<file path="src/rtl/ecb_pkg.sv">
// Shared types and constants for the serial ECB XOR datapath.
// The optional ECB_DEC_BLKCNT_EN feature lives in ecb_dec_serial.
package ecb_pkg;

    typedef enum logic [1:0] {IDLE, SHIFT, DONE} ecb_state_e;

    localparam int unsigned ECB_BLOCK_W = 64;

    function automatic int unsigned slices(input int unsigned block_w,
                                           input int unsigned bits_per_cyc);
        return block_w / bits_per_cyc;
    endfunction

endpackage

</file>
<file path="src/rtl/ecb_dec_1bit.sv">
// Single-bit ECB decrypt cell: plaintext bit is ciphertext bit XOR key bit.
module ecb_dec_1bit (
    input  logic k_i,
    input  logic ct_i,
    output logic pt_o
);

    assign pt_o = ct_i ^ k_i;

endmodule

</file>
<file path="src/rtl/ecb_dec_serial.sv">
// Serial ECB XOR decryptor: BITS_PER_CYC bits per clock, valid/ready in and out.
// Define ECB_DEC_BLKCNT_EN to add the blk_cnt output counting pt handshakes.
module ecb_dec_serial
    import ecb_pkg::*;
#(
    parameter int unsigned BLOCK_W      = ECB_BLOCK_W,
    parameter int unsigned BITS_PER_CYC = 1
) (
    input  logic               clk,
    input  logic               rst_n,
    input  logic [BLOCK_W-1:0] key_in,
    input  logic               key_we,
    input  logic [BLOCK_W-1:0] ct_data,
    input  logic               ct_valid,
    output logic               ct_ready,
    output logic [BLOCK_W-1:0] pt_data,
    output logic               pt_valid,
    input  logic               pt_ready,
    output logic               busy
`ifdef ECB_DEC_BLKCNT_EN
    ,
    output logic [31:0]        blk_cnt
`endif
);

    localparam int unsigned NSLICE = slices(BLOCK_W, BITS_PER_CYC);
    localparam int unsigned CNT_W  = (NSLICE > 1) ? $clog2(NSLICE) : 1;
    localparam logic [CNT_W-1:0] LAST_SLICE = CNT_W'(NSLICE - 1);

    ecb_state_e         state_q, state_d;
    logic [BLOCK_W-1:0] key_q, key_d;
    logic [BLOCK_W-1:0] wkey_q, wkey_d;
    logic [BLOCK_W-1:0] ct_q, ct_d;
    logic [BLOCK_W-1:0] pt_q, pt_d;
    logic [CNT_W-1:0]   cnt_q, cnt_d;
    logic               ct_ready_q, ct_ready_d;
    logic               pt_valid_q, pt_valid_d;
    logic               busy_q, busy_d;
`ifdef ECB_DEC_BLKCNT_EN
    logic [31:0]        blk_cnt_q, blk_cnt_d;
`endif

    logic [BITS_PER_CYC-1:0] slice_pt;
    logic [BLOCK_W-1:0]      slice_ext;

    for (genvar i = 0; i < BITS_PER_CYC; i++) begin : g_cell
        ecb_dec_1bit u_cell (
            .k_i  (wkey_q[i]),
            .ct_i (ct_q[i]),
            .pt_o (slice_pt[i])
        );
    end

    always_comb begin
        state_d   = state_q;
        key_d     = key_we ? key_in : key_q;
        wkey_d    = wkey_q;
        ct_d      = ct_q;
        pt_d      = pt_q;
        cnt_d     = cnt_q;
        slice_ext = BLOCK_W'(slice_pt);
`ifdef ECB_DEC_BLKCNT_EN
        blk_cnt_d = blk_cnt_q;
`endif
        unique case (state_q)
            IDLE: begin
                if (ct_valid) begin
                    ct_d    = ct_data;
                    // Same-cycle key write reaches the accepted block.
                    wkey_d  = key_we ? key_in : key_q;
                    cnt_d   = '0;
                    state_d = SHIFT;
                end
            end
            SHIFT: begin
                // Slices enter from the MSB so the first slice ends at the bottom.
                pt_d   = (pt_q >> BITS_PER_CYC) | (slice_ext << (BLOCK_W - BITS_PER_CYC));
                ct_d   = ct_q >> BITS_PER_CYC;
                wkey_d = wkey_q >> BITS_PER_CYC;
                cnt_d  = cnt_q + CNT_W'(1);
                if (cnt_q == LAST_SLICE) begin
                    state_d = DONE;
                end
            end
            DONE: begin
                if (pt_ready) begin
                    state_d = IDLE;
`ifdef ECB_DEC_BLKCNT_EN
                    blk_cnt_d = blk_cnt_q + 32'd1;
`endif
                end
            end
            default: state_d = IDLE;
        endcase
        ct_ready_d = (state_d == IDLE);
        pt_valid_d = (state_d == DONE);
        busy_d     = (state_d != IDLE);
    end

    always_ff @(posedge clk or negedge rst_n) begin
        if (!rst_n) begin
            state_q    <= IDLE;
            key_q      <= '0;
            wkey_q     <= '0;
            ct_q       <= '0;
            pt_q       <= '0;
            cnt_q      <= '0;
            ct_ready_q <= 1'b1;
            pt_valid_q <= 1'b0;
            busy_q     <= 1'b0;
`ifdef ECB_DEC_BLKCNT_EN
            blk_cnt_q  <= '0;
`endif
        end else begin
            state_q    <= state_d;
            key_q      <= key_d;
            wkey_q     <= wkey_d;
            ct_q       <= ct_d;
            pt_q       <= pt_d;
            cnt_q      <= cnt_d;
            ct_ready_q <= ct_ready_d;
            pt_valid_q <= pt_valid_d;
            busy_q     <= busy_d;
`ifdef ECB_DEC_BLKCNT_EN
            blk_cnt_q  <= blk_cnt_d;
`endif
        end
    end

    assign ct_ready = ct_ready_q;
    assign pt_data  = pt_q;
    assign pt_valid = pt_valid_q;
    assign busy     = busy_q;
`ifdef ECB_DEC_BLKCNT_EN
    assign blk_cnt  = blk_cnt_q;
`endif

endmodule

</file>
<file path="config.mk">
export PLATFORM = sky130hd
export DESIGN_NAME = ecb_dec_serial
export DESIGN_NICKNAME = d
export VERILOG_FILES = /design/src/rtl/ecb_pkg.sv /design/src/rtl/ecb_dec_1bit.sv /design/src/rtl/ecb_dec_serial.sv
export SDC_FILE = /design/constraint.sdc
export NUM_CORES = 1
export LEC_CHECK = 0
export ABC_AREA = 0
export BUFFER_PORTS_ARGS = -buffer_cell sky130_fd_sc_hd__buf_2
export CORE_ASPECT_RATIO = 1.4
export CORE_UTILIZATION = 56
export CTS_BUF_LIST = sky130_fd_sc_hd__clkbuf_8 sky130_fd_sc_hd__clkbuf_16
export DETAILED_ROUTE_END_ITERATION = 10
export PLACE_DENSITY = 0.8
export REMOVE_ABC_BUFFERS = 1
export SLEW_MARGIN = 30
export SYNTH_ARGS = -nofsm -noshare
export SYNTH_HDL_FRONTEND = slang
export SYNTH_HIERARCHICAL = 1
export SYNTH_SLANG_ARGS = --single-unit
</file>
<file path="constraint.sdc">
create_clock -name clk -period 1.9 [get_ports clk]
set_clock_uncertainty 0.1 [all_clocks]
set_input_delay 0.57 -clock clk [delete_from_list [all_inputs] [get_ports clk]]
set_output_delay 0.57 -clock clk [all_outputs]
set_load 0.02 [all_outputs]
</file>
==> metrics.md, run 1 <==
| Metric | Value |
|---|---|
| CTS clk-pin slew, worst paths | `around 0.070 ns` |
| Yosys reg bits | `267` |
| Worst vdd ir | `907.2 uV` |
| # IOs | `200` |
| Status | `finished, final reports clean` |
| Largest net degree at the start of global routing | `69` |
| Via count | `8,006` |
| Layout cells sized above 1 | `a little under a third` |
| Worst EP arrival | `1.19 ns` |
| Setup violators final | `0` |
| # rows | `60` |
| Crit path time final | `between 1.5 and 2 ns` |
| Hpwl dp | `roughly 16,000 microns` |
| Routed WL | `23,330 microns` |
| Max Fanout on Critical Path | `1` |
| Commonest cells post-synth | `dfrtp_1 (266), nand2_1 (257), nor2_1 (127)` |
| Yosys warns | `6` |
| Worst Setup Start Kind | `flop` |
| WL per Instance | `15.89 microns` |
| Max Clock Freq | `538.7 MHz` |
| RSZ-0062 raised after global routing | `no` |
| CTS tree | `done` |
| Die ar. | `0.02021 sq mm` |
| Core Util, Final | `between 60% and 70%` |
| Routability cong. | `0.7691` |
| Slew HR | `~60%` |
| First-pass DRT Iterations | `5` |
| Level count of the clock H-tree | `1` |
| CTS Sinks | `between 200 and 300` |
| Total Nets Final | `roughly 1.3k` |
| Final Hold Vio Count | `0` |
| Initial Util | `57.22%` |
| Post-synth EDFFs | `0` |
| CP Data Required Time | `1.23 ns` |
| Netlist cell types | `33` |
| Global-route usage over all layers | `23.95%` |
| Crit-path slowest cell | `dfstp_2` |
| Synthesized area | `0.01100 sq mm` |
| Critical Path Max Stage Delay | `~0.52 ns` |
| Worst Max-Slew Pin Slew | `0.6042 ns` |
| Final ANT Viol Nets | `0` |
| Fin. max-slew vios | `0` |
| Synth top area share | `about three fifths` |
| CP Class | `reg2out` |
| Root buf cell | `clkbuf_16` |
| Post-synth top area cell | `dfrtp_1` |
| DRC | `0` |
| Gr ovfl total | `0` |
| Vias per cell | `roughly 5.5` |
| Crit share post-route | `97.71%` |
| Post-Syn Instances | `1,015` |
| Post-Syn Area per Cell | `10.83 sq um` |
| Core Box Area | `0.01922 sq mm` |
| Post CTS Setup Buffer Count | `0` |
| Asr flop ratio synth | `100.0%` |
| Buf+Inv Stages, Crit Path | `1` |
| Crit end category | `output pin` |
| CTS buffer count | `25` |
| MaxCap Viol Count | `0` |
| Crit-path leading delay family | `flip-flops` |
| Sequential area share after synthesis | `60.77%` |
| Leak pwr | `about 0.0063 uW` |
| Top-count cell post-synth | `dfrtp_1` |
| Clk buf depth | `3` |
| Vias in the first global route | `8,106` |
| Post-cts sizing count | `0` |
| Port bufs | `199` |
| Worst-Skew Late Latency | `0.51 ns` |
| Iteration-0 DRC Markers | `435` |
| Antenna violations before repair | `7` |
| Die W | `120.4 microns` |
| Die Y | `167.8 microns` |
| Power, Total | `17,640 uW` |
| Main synth FF type | `dfrtp_1` |
| CP Cell Sequence | `buf_2` |
| Layout overhead on the synthesized area | `19.36%` |
| Final Hold Slack | `0.1688 ns` |
| Pwr dens | `1344 mW/mm^2` |
| Worst Hold Class | `in2reg` |
| First-pass GRT wire length | `39,270 microns` |
| Synth area leaders | `dfrtp_1 (61%), nand2_1 (8.8%), mux2_2 (6.6%)` |
==> sequential cells by signal (all words and copies together), names as in the netlist, 2 cells and up <==
| name | flops |
|---|---|
| cnt_q | 6 |
| state_q | 2 |
| pt_data | 64 |
| wkey_q | 64 |
| key_q | 64 |
| ct_q | 64 |
==> area by class of cell <==
type | instances | area, sq um
sequential | 267 | 6685
fill | 1465 | 6092
multi-input combinational | 671 | 3938
timing repair buffer | 230 | 1404
clock buffer | 29 | 680.7
tap | 248 | 310.3
clock inverter | 13 | 78.83
inverter | 4 | 15.01
antenna | 6 | 15.01
==> through the flow <==
stage	instance area, sq um	setup slack [ns]	TNS (ns)	std cells
5_1_grt	13120	0.01593	0	1466
2_1_floorplan	10590	-2.960	-453.15	942
4_1_cts	13110	0.02140	0	1462
3_3_place_gp	12340	0.07585	0	1419
6_report	13130	0.04353	0	1468
3_5_place_dp	12340	0.06073	0	1419
==> timing repair <==
item                                    4_1_cts  5_1_grt
hold endpoints to repair                     28        0
endpoints found under the setup margin        0        0
hold buffers                                  1        0
==> worst paths after layout <==
kind | startpoint | end | slack [ns] | cells past startpoint
min in group asynchronous | rst_n | pt_data[22]$_DFFE_PN0P_ | 0.44 | 2
setup reg to reg | state_q[0]$_DFF_PN0_ | ct_q[51]$_DFFE_PN0P_ | 0.20 | 5
max in group asynchronous | rst_n | ct_q[42]$_DFFE_PN0P_ | 0.61 | 3
setup / recovery | ct_ready$_DFF_PN1_ | ct_ready | 0.04 | 1
hold / removal | pt_ready | state_q[1]$_DFF_PN0_ | 0.17 | 2
hold reg to reg | pt_data[0]$_DFFE_PN0P_ | pt_data[0]$_DFFE_PN0P_ | 0.37 | 2
==> power breakdown <==
part           internal (uW)  switching (uW)
clock network           2660            2000
registers               7490            1160
logic                   1780            2540
==> cell families (layout without fill, tap and decap cells) <==
family | after synthesis | count (layout) | share of synthesized area, %
and+or+nand+nor | 396 | 396 | 13.80
adders and majority gates | 1 | 1 | 0.1138
other | 0 | 6 | 0
muxes | 64 | 64 | 6.554
xor gates and xnor gates | 2 | 2 | 0.1593
buffers and inverters | 77 | 276 | 3.812
DFF | 267 | 267 | 60.77
AOI/OAI and AO/OA | 208 | 208 | 14.79
==> layer usage <==
| layer | part of all wire, % | track usage [%] | wire length (microns) | up-vias |
|---|---|---|---|---|
| met3 | 5.1 | 4.404 | 1198 | 64 |
| met2 | 50 | 40.08 | 11720 | 196 |
| met1 | 41 | 30.54 | 9463 | 3936 |
| met5 | 0.034 | 0 | 8 | - |
| li1 | - | - | - | 3808 |
| met4 | 4.0 | 10.36 | 931 | 2 |
==> layout by cell type (no fill, tap or decap), types with 2 or more instances in the layout <==
master,synthesis,routed
a21oi_1,2,2
a22o_1,4,4
a22oi_1,62,62
buf_12,0,13
buf_2,32,198
buf_4,6,17
clkbuf_16,0,25
clkbuf_8,0,4
clkinv_2,0,3
dfrtp_1,266,264
dfrtp_2,0,2
diode_2,0,6
inv_1,4,13
mux2_2,64,64
nand2_1,257,257
nand3_1,3,3
nor2_1,127,127
nor2b_4,0,2
o21ai_0,59,59
o21ai_1,9,9
o22ai_1,16,16
o22ai_2,49,49
o31ai_1,2,2
xor2_1,2,2
(Power assumes the default switching activity.)
==> run 2: changes to the inputs <==
--- a/config.mk
+++ b/config.mk
@@ -8,10 +8,12 @@
 export ABC_AREA = 0
 export BUFFER_PORTS_ARGS = -buffer_cell sky130_fd_sc_hd__buf_2
 export CORE_ASPECT_RATIO = 1.4
-export CORE_UTILIZATION = 56
+export CORE_MARGIN = 2
+export CORE_UTILIZATION = 55
 export CTS_BUF_LIST = sky130_fd_sc_hd__clkbuf_8 sky130_fd_sc_hd__clkbuf_16
 export DETAILED_ROUTE_END_ITERATION = 10
-export PLACE_DENSITY = 0.8
+export HOLD_SLACK_MARGIN = 0.05
+export PLACE_DENSITY = 0.79
 export REMOVE_ABC_BUFFERS = 1
 export SLEW_MARGIN = 30
 export SYNTH_ARGS = -nofsm -noshare
==> run 2 against run 1 <==
Sequential share of layout area about the same. Global-route usage down 1.4 points. Design area about the same. First-iteration DRC count up 40%. Die area rose by 4.7%. Sequential power barely moved. Total power is 0.30% higher. Sequential cell count unchanged. Non-clock buffer count shrank 2. Final cell count hardly changed. Count of clock-buffer cells in the layout is 4 higher. Largest power group unchanged. Highest routed layer unchanged.
==> metrics.md, run 2 (synthesized netlist as in run 1, its figures left out) <==
| Metric | Value |
|---|---|
| Final Hold Vio Count | `0` |
| Max Clock Freq | `545.1 MHz` |
| Gate power share | `24.5%` |
| Total Nets Final | `1,331` |
| Leak pwr | `0.006280 uW` |
| Via count | `7,908` |
| Design area | `approximately 0.013 sq mm` |
| Max Fanout on Critical Path | `1` |
| Routability cong. | `0.7674` |
| RSZ-0062 raised after global routing | `no` |
| Pwr dens | `1349 mW/mm^2` |
| First-pass DRT Iterations | `5` |
| Vias per cell | `approximately 5.4` |
| Crit end category | `output pin` |
| Crit path time final | `roughly 1.8 ns` |
| Placement Setup Slack | `0.08746 ns` |
| Buf+Inv Stages, Crit Path | `1` |
| Die W | `123.5 microns` |
| Largest net degree at the start of global routing | `69` |
| Placed instance area | `0.01232 sq mm` |
| First-pass GRT wire length | `38,700 microns` |
| Routed WL | `23,450 microns` |
| Worst EP arrival | `~1.2 ns` |
| Fin. max-slew vios | `0` |
| Non-filler cells, final | `1,469` |
| # rows | `61` |
| Port bufs | `about 200` |
| Placed insts | `1,421` |
| Iteration-0 DRC Markers | `607` |
| Commonest non-fill, non-tap cell in the layout | `dfrtp_1` |
| Sw Pwr | `5734 uW` |
| Hpwl dp | `about 15,000 microns` |
| Worst Max-Slew Pin Slew | `0.4473 ns` |
| WL per Instance | `between 15 and 20 microns` |
| CP Class | `reg2out` |
| Slew HR | `70.18%` |
| Layout cells sized above 1 | `31.80%` |
| Vias in the first global route | `between 7k and 8k` |
| DRC | `0` |
| Final ANT Viol Nets | `0` |
| CTS clk-pin slew, worst paths | `0.06 ns` |
| Setup violators final | `0` |
| Initial Util | `55.63%` |
| Most frequent cells in the layout | `dfrtp_1 (264), nand2_1 (257), buf_2 (198)` |
| Worst-Skew Late Latency | `around 0.51 ns` |
| Sequential power share | `48.9%` |
| Gr ovfl total | `0` |
| Sw Ratio | `32.40%` |
| CTS buffer count | `25` |
| Worst Setup Start Kind | `flop` |
| Worst vdd ir | `851.4 uV` |
| CTS tree | `done` |
| CTS Sinks | `267` |
| Post-cts sizing count | `0` |
| Layout overhead on the synthesized area | `19.27%` |
| Crit share post-route | `between 90 and 100%` |
| Status | `finished, final reports clean` |
| Crit-path leading delay family | `flip-flops` |
| Root buf cell | `clkbuf_16` |
| Die ar. | `0.02116 sq mm` |
| Crit-path slowest cell | `dfstp_2` |
| Internal power | `11,960 uW` |
| Worst setup margin | `0.06555 ns` |
| CP Cell Sequence | `buf_2` |
| Level count of the clock H-tree | `1` |
| Clk pwr share | `a little over a quarter` |
| Die Y | `171.3 microns` |
| CP Data Required Time | `1.23 ns` |
| Clk buf depth | `3` |
| Worst Hold Class | `in2reg` |
| Global-route usage over all layers | `22.51%` |
| MaxCap Viol Count | `0` |
| Antenna violations before repair | `4` |
| Core Box Area | `between 0.015 and 0.02 sq mm` |
| Critical Path Max Stage Delay | `around 0.52 ns` |
| # IOs | `200` |
==> run 2: power groups by stage <==
stage / Sequential (uW) / Combinational [uW] / Clock (uW)
after CTS: 8660 / 4400 / 4810
after detailed placement: 8730 / 4380 / 0
after global routing: 8900 / 4890 / 5020
after floorplan: 9140 / 2250 / 0
after global placement: 8650 / 4190 / 0
final: 8660 / 4340 / 4700
==> run 2: metal layers <==
layer | share of wire (%) | up-vias | track usage [%]
li1 | - | 3796 | -
met1 | 41 | 3876 | 29.37
met2 | 52 | 196 | 38.56
met3 | 5.1 | 36 | 3.946
met4 | 2.0 | 4 | 6.374
met5 | 0.090 | - | 0
==> run 2: final timing paths <==
kind	end	slack (ns)	startpoint	depth (start not counted)
setup / recovery	ct_ready	0.07	ct_ready$_DFF_PN1_	1
hold / removal	ct_q[63]$_DFFE_PN0P_	0.18	ct_data[63]	2
setup reg to reg	state_q[1]$_DFF_PN0_	0.18	state_q[0]$_DFF_PN0_	5
hold reg to reg	pt_data[0]$_DFFE_PN0P_	0.38	pt_data[0]$_DFFE_PN0P_	2
max in group asynchronous	ct_ready$_DFF_PN1_	0.67	rst_n	3
min in group asynchronous	pt_data[15]$_DFFE_PN0P_	0.42	rst_n	2
==> run 2: stage by stage <==
stage	setup TNS (ns)	hold WS, ns	total power (uW)	utilization (%)
2_1_floorplan	-453.15	0.1744	11390	-
3_3_place_gp	0	0.3312	12840	62.32
3_5_place_dp	0	0.3308	13110	62.32
4_1_cts	0	0.1565	17870	66.31
5_1_grt	0	0.1634	18810	66.33
6_report	0	0.1761	17700	66.35
==> run 2: final cells by class <==
cell class / instances / area [sq um]
multi-input cells: 671 / 3938
flip-flops and latches: 267 / 6685
fillers: 1538 / 6651
repair buffers: 228 / 1376
clock buffers: 33 / 735.7
diodes: 3 / 7.507
clock inverters: 11 / 43.79
well taps: 252 / 315.3
inverters: 4 / 15.01
==> run 2: repair_timing <==
| item | CTS | global route |
|---|---|---|
| hold endpoints to repair | 18 | 0 |
| setup buffers | 0 | 0 |
| hold buffers | 1 | 0 |
==> run 3: changes to the inputs <==
--- a/config.mk
+++ b/config.mk
@@ -13,7 +13,7 @@
 export CTS_BUF_LIST = sky130_fd_sc_hd__clkbuf_8 sky130_fd_sc_hd__clkbuf_16
 export DETAILED_ROUTE_END_ITERATION = 10
 export HOLD_SLACK_MARGIN = 0.05
-export PLACE_DENSITY = 0.79
+export PLACE_DENSITY_LB_ADDON = 0.08
 export REMOVE_ABC_BUFFERS = 1
 export SLEW_MARGIN = 30
 export SYNTH_ARGS = -nofsm -noshare
==> run 3 against run 2 <==
Global-route usage decreased by 0.56 points. Register-to-register slack gained 0.09 ns. Count of clock-buffer cells in the layout is 4 lower. Largest cell class unchanged.
==> metrics.md, run 3 (synthesized netlist as in run 1, its figures left out) <==
| Metric | Value |
|---|---|
| Max Fanout on Critical Path | `1` |
| Iteration-0 DRC Markers | `499` |
| Placed instance area | `between 0.01 and 0.015 sq mm` |
| Clk buf depth | `3` |
| CTS buffer count | `26` |
| Total Nets Final | `around 1.3k` |
| Antenna violations before repair | `1` |
| Buf+Inv Stages, Crit Path | `1` |
| Worst-Skew Late Latency | `around 0.52 ns` |
| Commonest non-fill, non-tap cell in the layout | `dfrtp_1` |
| Worst Max-Slew Pin Slew | `0.4040 ns` |
| Level count of the clock H-tree | `1` |
| Die ar. | `0.02116 sq mm` |
| Worst Hold Class | `in2reg` |
| Layout cells sized above 1 | `between 30% and 40%` |
| Critical Path Max Stage Delay | `0.51 ns` |
| Largest net degree at the start of global routing | `77` |
| Min-Delay Path Depth | `2` |
| Vias in the first global route | `between 7k and 8k` |
| Fillers | `between 1.5k and 2k` |
| Setup violators final | `0` |
| Setup tns final | `0 ns` |
| Vias per cell | `5.298` |
| Routability cong. | `~0.76` |
| Via count | `7,778` |
| Slew HR | `73.07%` |
| Crit end category | `output pin` |
| RSZ-0062 raised after global routing | `no` |
| Area of the multi-input gates | `0.003938 sq mm` |
| Worst Setup Start Kind | `flop` |
| CTS Sinks | `about 270` |
| Final Hold Vio Count | `0` |
| MaxCap Viol Count | `0` |
| Port bufs | `~200` |
| # rows | `between 60 and 70` |
| Crit path time final | `between 1.5 and 2 ns` |
| Gr ovfl total | `0` |
| Die W | `123.5 microns` |
| Most frequent cells in the layout | `dfrtp_1 (264), nand2_1 (257), buf_2 (198)` |
| Final ANT Viol Nets | `0` |
| Layout overhead on the synthesized area | `20.49%` |
| Hpwl dp | `14,750 microns` |
| Global-route usage over all layers | `roughly 22%` |
| Crit share post-route | `96.91%` |
| CP Class | `reg2out` |
| Root buf cell | `clkbuf_16` |
| Post CTS Setup Buffer Count | `0` |
| Initial Util | `55.63%` |
| CTS clk-pin slew, worst paths | `about 0.070 ns` |
| Leak pwr | `between 0.006 and 0.007 uW` |
| Die Y | `171.3 microns` |
| CP Cell Sequence | `buf_2` |
| Crit-path leading delay family | `flip-flops` |
| DRC | `0` |
| Status | `finished, final reports clean` |
| CTS tree | `done` |
| Routed WL | `23,020 microns` |
| Max Clock Freq | `543.1 MHz` |
| Core Box Area | `0.01977 sq mm` |
| CP Data Required Time | `1.23 ns` |
| # IOs | `200` |
| First-pass DRT Iterations | `5` |
| Sequential cell area | `roughly 0.0067 sq mm` |
| Crit-path slowest cell | `dfstp_2` |
| Worst EP arrival | `1.17 ns` |
| Fin. max-slew vios | `0` |
| Worst vdd ir | `918.2 uV` |
| WL per Instance | `15.68 microns` |
| Pwr dens | `roughly 1400 mW/mm^2` |
| R2R depth | `5` |
| Crit path depth | `1` |
| Post-cts sizing count | `0` |
| First-pass GRT wire length | `38,080 microns` |
| Design area | `0.01325 sq mm` |
[run 3: metal layers]
layer	track usage (%)	routed length [microns]	vias up
met5	0	0	-
met4	6.077	552	0
met3	4.211	1265	35
met2	34.35	11030	183
met1	31.52	10180	3760
li1	-	-	3800
[run 3: metrics by stage]
stage | instances | power, uW | setup slack [ns] | utilization [%] | hold WS [ns]
2_1_floorplan | 942 | 11390 | -2.960 | - | 0.1744
3_3_place_gp | 1420 | 12920 | 0.07594 | 62.47 | 0.3559
6_report | 1468 | 18290 | 0.05869 | 67.03 | 0.1507
4_1_cts | 1467 | 18510 | 0.03597 | 67.02 | 0.1274
5_1_grt | 1467 | 19390 | 0.01733 | 67.02 | 0.1495
3_5_place_dp | 1420 | 13100 | 0.05313 | 62.47 | 0.3707
[run 3: path summary, 6_finish.rpt]
path | startpoint | to | slack [ns]
setup / recovery | ct_ready$_DFF_PN1_ | ct_ready | 0.06
hold / removal | pt_ready | state_q[1]$_DFF_PN0_ | 0.15
setup reg to reg | state_q[0]$_DFF_PN0_ | cnt_q[3]$_DFFE_PN0P_ | 0.27
hold reg to reg | ct_q[37]$_DFFE_PN0P_ | ct_q[37]$_DFFE_PN0P_ | 0.38
max in group asynchronous | rst_n | ct_q[41]$_DFFE_PN0P_ | 0.63
min in group asynchronous | rst_n | key_q[13]$_DFF_PN0_ | 0.41
[run 3: final cells by class]
class	instances	area share [%]
tap	252	2.380
clock buffer	29	5.307
multi-input combinational	671	29.72
inverter	4	0.1133
timing repair buffer	227	10.61
sequential	267	50.45
antenna	1	0.01889
clock inverter	17	1.398
[run 3: timing repair]
| item | in CTS | in global routing |
|---|---|---|
| endpoints found under the setup margin | 0 | 0 |
| hold buffers | 1 | 0 |
| endpoints found under the hold margin | 31 | 0 |
[run 3: where the power goes]
part / leakage (uW) / total [uW] / internal [uW] / switching [uW]
combinational: 0.00255 / 4320 / 1800 / 2520
sequential: 0.00332 / 8640 / 7490 / 1150
clock: 0.000464 / 5330 / 3190 / 2140
